===== src/rtl/periferico_pkg.sv =====
// Shared types and constants for the periferico_receptor handshake receiver.
package periferico_pkg;

    typedef enum logic [1:0] {
        IDLE   = 2'b00,
        ESPERA = 2'b01,
        ACK    = 2'b10
    } estado_t;

    localparam logic [1:0] SEND_REQ  = 2'b01;
    localparam logic [1:0] SEND_IDLE = 2'b00;
    localparam logic [1:0] ACK_ON    = 2'b01;
    localparam logic [1:0] ACK_OFF   = 2'b00;

    // Any send code with the upper bit set is outside the protocol.
    function automatic logic send_ilegal(input logic [1:0] code);
        return code[1];
    endfunction

endpackage


===== src/rtl/fifo_dado.sv =====
// First-word fall-through FIFO holding the words received by the handshake.
module fifo_dado #(
    parameter int DEPTH = 4
) (
    input  logic                     clk,
    input  logic                     rst,
    input  logic                     push,
    input  logic [15:0]              din,
    input  logic                     pop,
    output logic [15:0]              dout,
    output logic                     full,
    output logic                     empty,
    output logic [$clog2(DEPTH):0]   count
);

    localparam int AW = $clog2(DEPTH);
    localparam logic [AW-1:0] PTR_ONE   = AW'(1'b1);
    localparam logic [AW:0]   CNT_ONE   = (AW + 1)'(1'b1);
    localparam logic [AW:0]   CNT_DEPTH = (AW + 1)'(DEPTH);

    logic [15:0]   mem_r [DEPTH];
    logic [AW-1:0] wr_ptr_r;
    logic [AW-1:0] rd_ptr_r;
    logic [AW:0]   count_r;
    logic          full_s;
    logic          empty_s;
    logic          push_ok_s;
    logic          pop_ok_s;

    // Status flags and guarded push/pop so an overflow or underflow is impossible.
    always_comb begin
        full_s    = (count_r == CNT_DEPTH);
        empty_s   = (count_r == {(AW + 1){1'b0}});
        push_ok_s = push & ~full_s;
        pop_ok_s  = pop & ~empty_s;
    end

    // Storage array; contents are meaningless while empty, so it carries no reset.
    always_ff @(posedge clk) begin
        if (push_ok_s) begin
            mem_r[wr_ptr_r] <= din;
        end
    end

    // Pointers wrap naturally because DEPTH is a power of two.
    always_ff @(posedge clk or negedge rst) begin
        if (!rst) begin
            wr_ptr_r <= {AW{1'b0}};
            rd_ptr_r <= {AW{1'b0}};
            count_r  <= {(AW + 1){1'b0}};
        end else begin
            if (push_ok_s) begin
                wr_ptr_r <= wr_ptr_r + PTR_ONE;
            end
            if (pop_ok_s) begin
                rd_ptr_r <= rd_ptr_r + PTR_ONE;
            end
            case ({push_ok_s, pop_ok_s})
                2'b10:   count_r <= count_r + CNT_ONE;
                2'b01:   count_r <= count_r - CNT_ONE;
                default: count_r <= count_r;
            endcase
        end
    end

    // Head word is presented as zero when nothing is stored.
    always_comb begin
        if (empty_s) begin
            dout = 16'h0000;
        end else begin
            dout = mem_r[rd_ptr_r];
        end
    end

    assign full  = full_s;
    assign empty = empty_s;
    assign count = count_r;

endmodule


===== src/rtl/periferico_receptor.sv =====
// Four-phase send/ack receiver that stores each transferred word in a FIFO.
module periferico_receptor
    import periferico_pkg::*;
#(
    parameter int DEPTH = 4
) (
    input  logic                     clk,
    input  logic                     rst,
    input  logic [1:0]               send,
    input  logic [15:0]              dado,
    output logic [1:0]               ack,
    input  logic                     rd_en,
    output logic [15:0]              rd_data,
    output logic                     empty,
    output logic                     full,
    output logic [$clog2(DEPTH):0]   count,
    output logic                     erro
);

    estado_t    state_r;
    logic [1:0] ack_r;
    logic       erro_r;
    logic       send_req_s;
    logic       send_bad_s;
    logic       push_s;
    logic       pop_s;

    // A word is taken only while waiting for a request and the FIFO has room.
    always_comb begin
        send_req_s = (send == SEND_REQ);
        send_bad_s = send_ilegal(send);
        pop_s      = rd_en & ~empty;
        if (((state_r == IDLE) || (state_r == ESPERA)) && send_req_s && !full) begin
            push_s = 1'b1;
        end else begin
            push_s = 1'b0;
        end
    end

    // Handshake FSM; illegal send codes behave like SEND_IDLE apart from erro.
    always_ff @(posedge clk or negedge rst) begin
        if (!rst) begin
            state_r <= IDLE;
            ack_r   <= ACK_OFF;
            erro_r  <= 1'b0;
        end else begin
            erro_r <= erro_r | send_bad_s;
            case (state_r)
                IDLE: begin
                    if (push_s) begin
                        state_r <= ACK;
                        ack_r   <= ACK_ON;
                    end else if (send_req_s) begin
                        state_r <= ESPERA;
                        ack_r   <= ACK_OFF;
                    end else begin
                        state_r <= IDLE;
                        ack_r   <= ACK_OFF;
                    end
                end
                ESPERA: begin
                    if (push_s) begin
                        state_r <= ACK;
                        ack_r   <= ACK_ON;
                    end else if (send_req_s) begin
                        state_r <= ESPERA;
                        ack_r   <= ACK_OFF;
                    end else begin
                        state_r <= IDLE;
                        ack_r   <= ACK_OFF;
                    end
                end
                ACK: begin
                    if (send_req_s) begin
                        state_r <= ACK;
                        ack_r   <= ACK_ON;
                    end else begin
                        state_r <= IDLE;
                        ack_r   <= ACK_OFF;
                    end
                end
                default: begin
                    state_r <= IDLE;
                    ack_r   <= ACK_OFF;
                end
            endcase
        end
    end

    fifo_dado #(
        .DEPTH (DEPTH)
    ) u_fifo (
        .clk   (clk),
        .rst   (rst),
        .push  (push_s),
        .din   (dado),
        .pop   (pop_s),
        .dout  (rd_data),
        .full  (full),
        .empty (empty),
        .count (count)
    );

    assign ack  = ack_r;
    assign erro = erro_r;

endmodule


===== config.mk =====
export PLATFORM = sky130hd
export DESIGN_NAME = periferico_receptor
export DESIGN_NICKNAME = d
export VERILOG_FILES = /design/src/rtl/periferico_pkg.sv /design/src/rtl/fifo_dado.sv /design/src/rtl/periferico_receptor.sv
export SDC_FILE = /design/constraint.sdc
export NUM_CORES = 1
export LEC_CHECK = 0
export CORE_MARGIN = 2
export CORE_UTILIZATION = 40
export CTS_CLUSTER_DIAMETER = 200
export DETAILED_ROUTE_END_ITERATION = 6
export GPL_TIMING_DRIVEN = 0
export PLACE_DENSITY = 0.69
export SYNTH_ARGS = -nofsm -noshare
export SYNTH_HDL_FRONTEND = slang
export SYNTH_SLANG_ARGS = --single-unit

===== constraint.sdc =====
create_clock -name clk -period 2.2 [get_ports clk]
set_input_delay 0.44 -clock clk [delete_from_list [all_inputs] [get_ports clk]]
set_output_delay 0.44 -clock clk [all_outputs]
set_load 0.05 [all_outputs]

==> results by group <==
STA
  • Setup repair after global routing missed its margin: yes
  • Final setup TNS: -400 ps
  • Peak Freq: 444 MHz
  • Max-slew headroom: 0.664
  • Period utilization: 1.02
  • Max-slew violation count: 0
  • Final setup fails: 12
  • Setup ws final: -53.8 ps
  • Final hold vios: 0
  • Min Hold Slack: 423 ps
  • Minimum clock period after layout: 2250 ps
  • Clk_skew: 10.2 ps
  • Slew @ Worst Pin: about 500 ps

Synth
  • Synth Area per Inst: 19.6 sq um
  • Synth top area share: 0.645
  • Syn Nets: 179
  • YS warnings: 0
  • Synth unique cells: 25
  • Mapped cell area: 0.00298 sq mm
  • Cell accounting for the most synthesized area: edfxtp_1
  • Mapped Cells: 152
  • Yosys reg bits: between 70 and 80
  • Synth area leaders: edfxtp_1 65%, mux4_2 12%, dfrtp_1 8.4%
  • Sequential fraction of the synthesis area: 0.729

Placement
  • Placement Setup Slack: -533 ps
  • Number of port buffers: 43
  • Hpwl dp: 3.19 mm
  • Routability cong.: 0.680
  • Placed cell count: 294

Worst setup path
  • CP Capture Point: rd_data[3]
  • WP data required: 1760 ps
  • Length in cells of the worst reg-to-reg path: 10
  • CP max FO: 10
  • CP Launch Point: u_fifo.rd_ptr_r[0]$_DFFE_PN0N_
  • R2R Setup Slk: 140 ps
  • Worst EP arrival: approximately 1800 ps
  • CP endpoint kind: primary output
  • Worst Setup Path Type: reg -> out
  • Crit path launch type: register
  • Reg2reg start: u_fifo.count[0]$_DFFE_PN0P_
  • Reg2Reg Capture Point: u_fifo.count[2]$_DFFE_PN0P_

Cells and area
  • Non-Filler Instances: 320
  • Share of the core filled with cells: 0.546
  • Number of diodes: 0
  • Area grow syn2layout: 32.4%
  • Final net count: 243
  • Layout cells sized above 1: 0.362

Detailed routing
  • Via count: 1486
  • Routed wire per std cell: 16.0 um
  • DR iter-0 viols: 78
  • Antenna Nets Post-Route: 0
  • Drt pass-1 iters: 4
  • Final wirelength: 5.13 mm
  • # DRC: 0
  • Via density per instance: 4.64

Die
  • Horiz. Die Dim: 90.3 um
  • Die Y: 90.3 um
  • Core ar.: just over 0.007 sq mm
  • Top Ports: 45
  • Starting Density: 0.413
  • Cell row count: 31
  • Die Area: approximately 0.0082 sq mm

Run
  • Maximum capacitance violations: 0

Global route
  • Largest net degree at the start of global routing: 17
  • GRT overflow: 0
  • Met1 GRT Util: 0.178
  • Met2 Use GR: 0.211
  • First-pass GRT wire length: 8.18 mm
  • Initial antenna violation count: 0
  • All-Layer GR Usage: 0.137
  • Vias in the first global route: 1546
  • Global Route met3 Usage: 0.0392
  • Top Usage Layer GRT: met2

Clock tree
  • Worst-path clk slew: about 70 ps
  • CTS Sinks: 74
  • Hold_buf cts: 0
  • Clk_lat worst skew: 350 ps
  • CTS HTree Levels: 3
  • CTS tree: built
  • Num CTS Buffers: 9
  • CTS max path bufs: 2
  • Root Buffer: clkbuf_8

Worst hold path
  • Hold WC Path Type: in -> async

Pwr
  • Cell Pwr Density: 1490 mW/mm^2
  • Clk pwr share: 0.209
  • P_leak: 1.42 nW
  • Switching Fraction: 0.374
  • Reg power frac: 0.311
  • VDD IR max: 886 uV
  • Comb pwr share: 0.481
  • Switching Power: 0.00219 W
  • Int Power: 0.00367 W

Status
  • Status: finished with violations
  • Failing checks: negative setup slack
-- synthesized netlist by cell type --
library cell   n
fa_1           1
nor2b_1       17
buf_2          3
and2_1         4
clkinv_1       1
xor2_1         4
nand2_1        2
inv_1          6
nor3_2         1
nor2_2         1
nor3b_1        1
dfrtp_1       10
or3b_1         2
ha_1           5
buf_4          2
buf_6          2
or2_2          1
mux2_4         1
mux4_2        16
mux2i_1        1
xnor2_1        2
nor2_1         3
conb_1         1
o21ai_0        1
edfxtp_1      64
-- cells in the final DEF (no fill, tap or decap), types with 2 or more instances in the layout --
cell / instances
dfrtp_2: 3
buf_12: 2
edfxtp_1: 64
clkdlybuf4s50_1: 25
ha_1: 4
bufinv_16: 3
buf_2: 4
clkinv_1: 2
xor2_1: 4
nor2_1: 3
nor2b_1: 17
mux4_2: 16
and2_2: 4
nand2_1: 2
clkbuf_8: 9
dfrtp_1: 7
inv_1: 5
buf_4: 12
buf_6: 14
xnor2_1: 2
-- critical path, stage by stage (launching register included) --
cell and delay (ps):
dfrtp_1 380, buf_12 150, buf_12 130, mux4_2 500, nor2b_1 160, buf_6 160
-- sequential cells by signal, summed over array words and instances, names as in the netlist --
name and flops:
u_fifo.wr_ptr_r 2, erro 1, u_fifo.count 3, u_fifo.rd_ptr_r 2, state_r 2, u_fifo.mem_r 64
-- layout make-up --
| cell class | count | area (sq um) |
|---|---|---|
| Tap cell | 99 | 124 |
| Clock buffer | 10 | 128 |
| Timing Repair Buffer | 53 | 523 |
| Inverter | 7 | 38.8 |
| Fill cell | 576 | 3270 |
| Clock inverter | 6 | 105 |
| Sequential cell | 74 | 2180 |
| Buffer | 7 | 86.3 |
| Multi-Input combinational cell | 64 | 761 |
-- worst min-delay path by stage --
stage | start | to | slack, ps
detailed placement | erro$_DFF_PN0_ | erro$_DFF_PN0_ | 450
global placement | erro$_DFF_PN0_ | erro$_DFF_PN0_ | 450
floorplan | rst | erro$_DFF_PN0_ | 140
CTS | rst | state_r[0]$_DFF_PN0_ | 430
global route | rst | u_fifo.rd_ptr_r[1]$_DFFE_PN0N_ | 460
finish | rst | u_fifo.rd_ptr_r[1]$_DFFE_PN0N_ | 420
-- logic make-up after synthesis --
family | count (synthesis) | synth area share
DFF | 74 | 0.729
xor gates and xnor gates | 6 | 0.0176
other | 1 | 0.00126
muxes | 18 | 0.129
buffers and inverters | 14 | 0.0265
and+or+nand+nor | 32 | 0.0664
AOI/OAI and AO/OA | 1 | 0.00168
adders and majority gates | 6 | 0.0277
-- metal layers --
layer | vias up | part of all wire
li1 | 699 | -
met1 | 738 | 0.45
met2 | 42 | 0.48
met3 | 7 | 0.045
met4 | 0 | 0.017
met5 | - | 0
-- power groups by stage --
| stage | registers, W | clock network [W] | logic (W) |
|---|---|---|---|
| after floorplan | 0.00191 | 0 | 0.00173 |
| after global placement | 0.00183 | 0 | 0.00254 |
| after detailed placement | 0.00184 | 0 | 0.00256 |
| after CTS | 0.00182 | 0.00124 | 0.00261 |
| after global routing | 0.00184 | 0.00130 | 0.00299 |
| final | 0.00182 | 0.00122 | 0.00281 |
-- stage by stage --
step,instance area [sq um],power (W)
2_1_floorplan,3010,0.00365
3_3_place_gp,3560,0.00436
3_5_place_dp,3560,0.00440
4_1_cts,3810,0.00567
5_1_grt,3940,0.00613
6_report,3940,0.00586
-- timing repair --
| action | CTS | global route |
|---|---|---|
| endpoints found under the setup margin | 82 | 18 |
| pin swaps | 1 | 4 |
| resized for setup | 116 | 18 |
| buffers inserted | 1 | 8 |
| gates cloned | 0 | 1 |
Note: power is estimated with default switching activity, not from simulation.
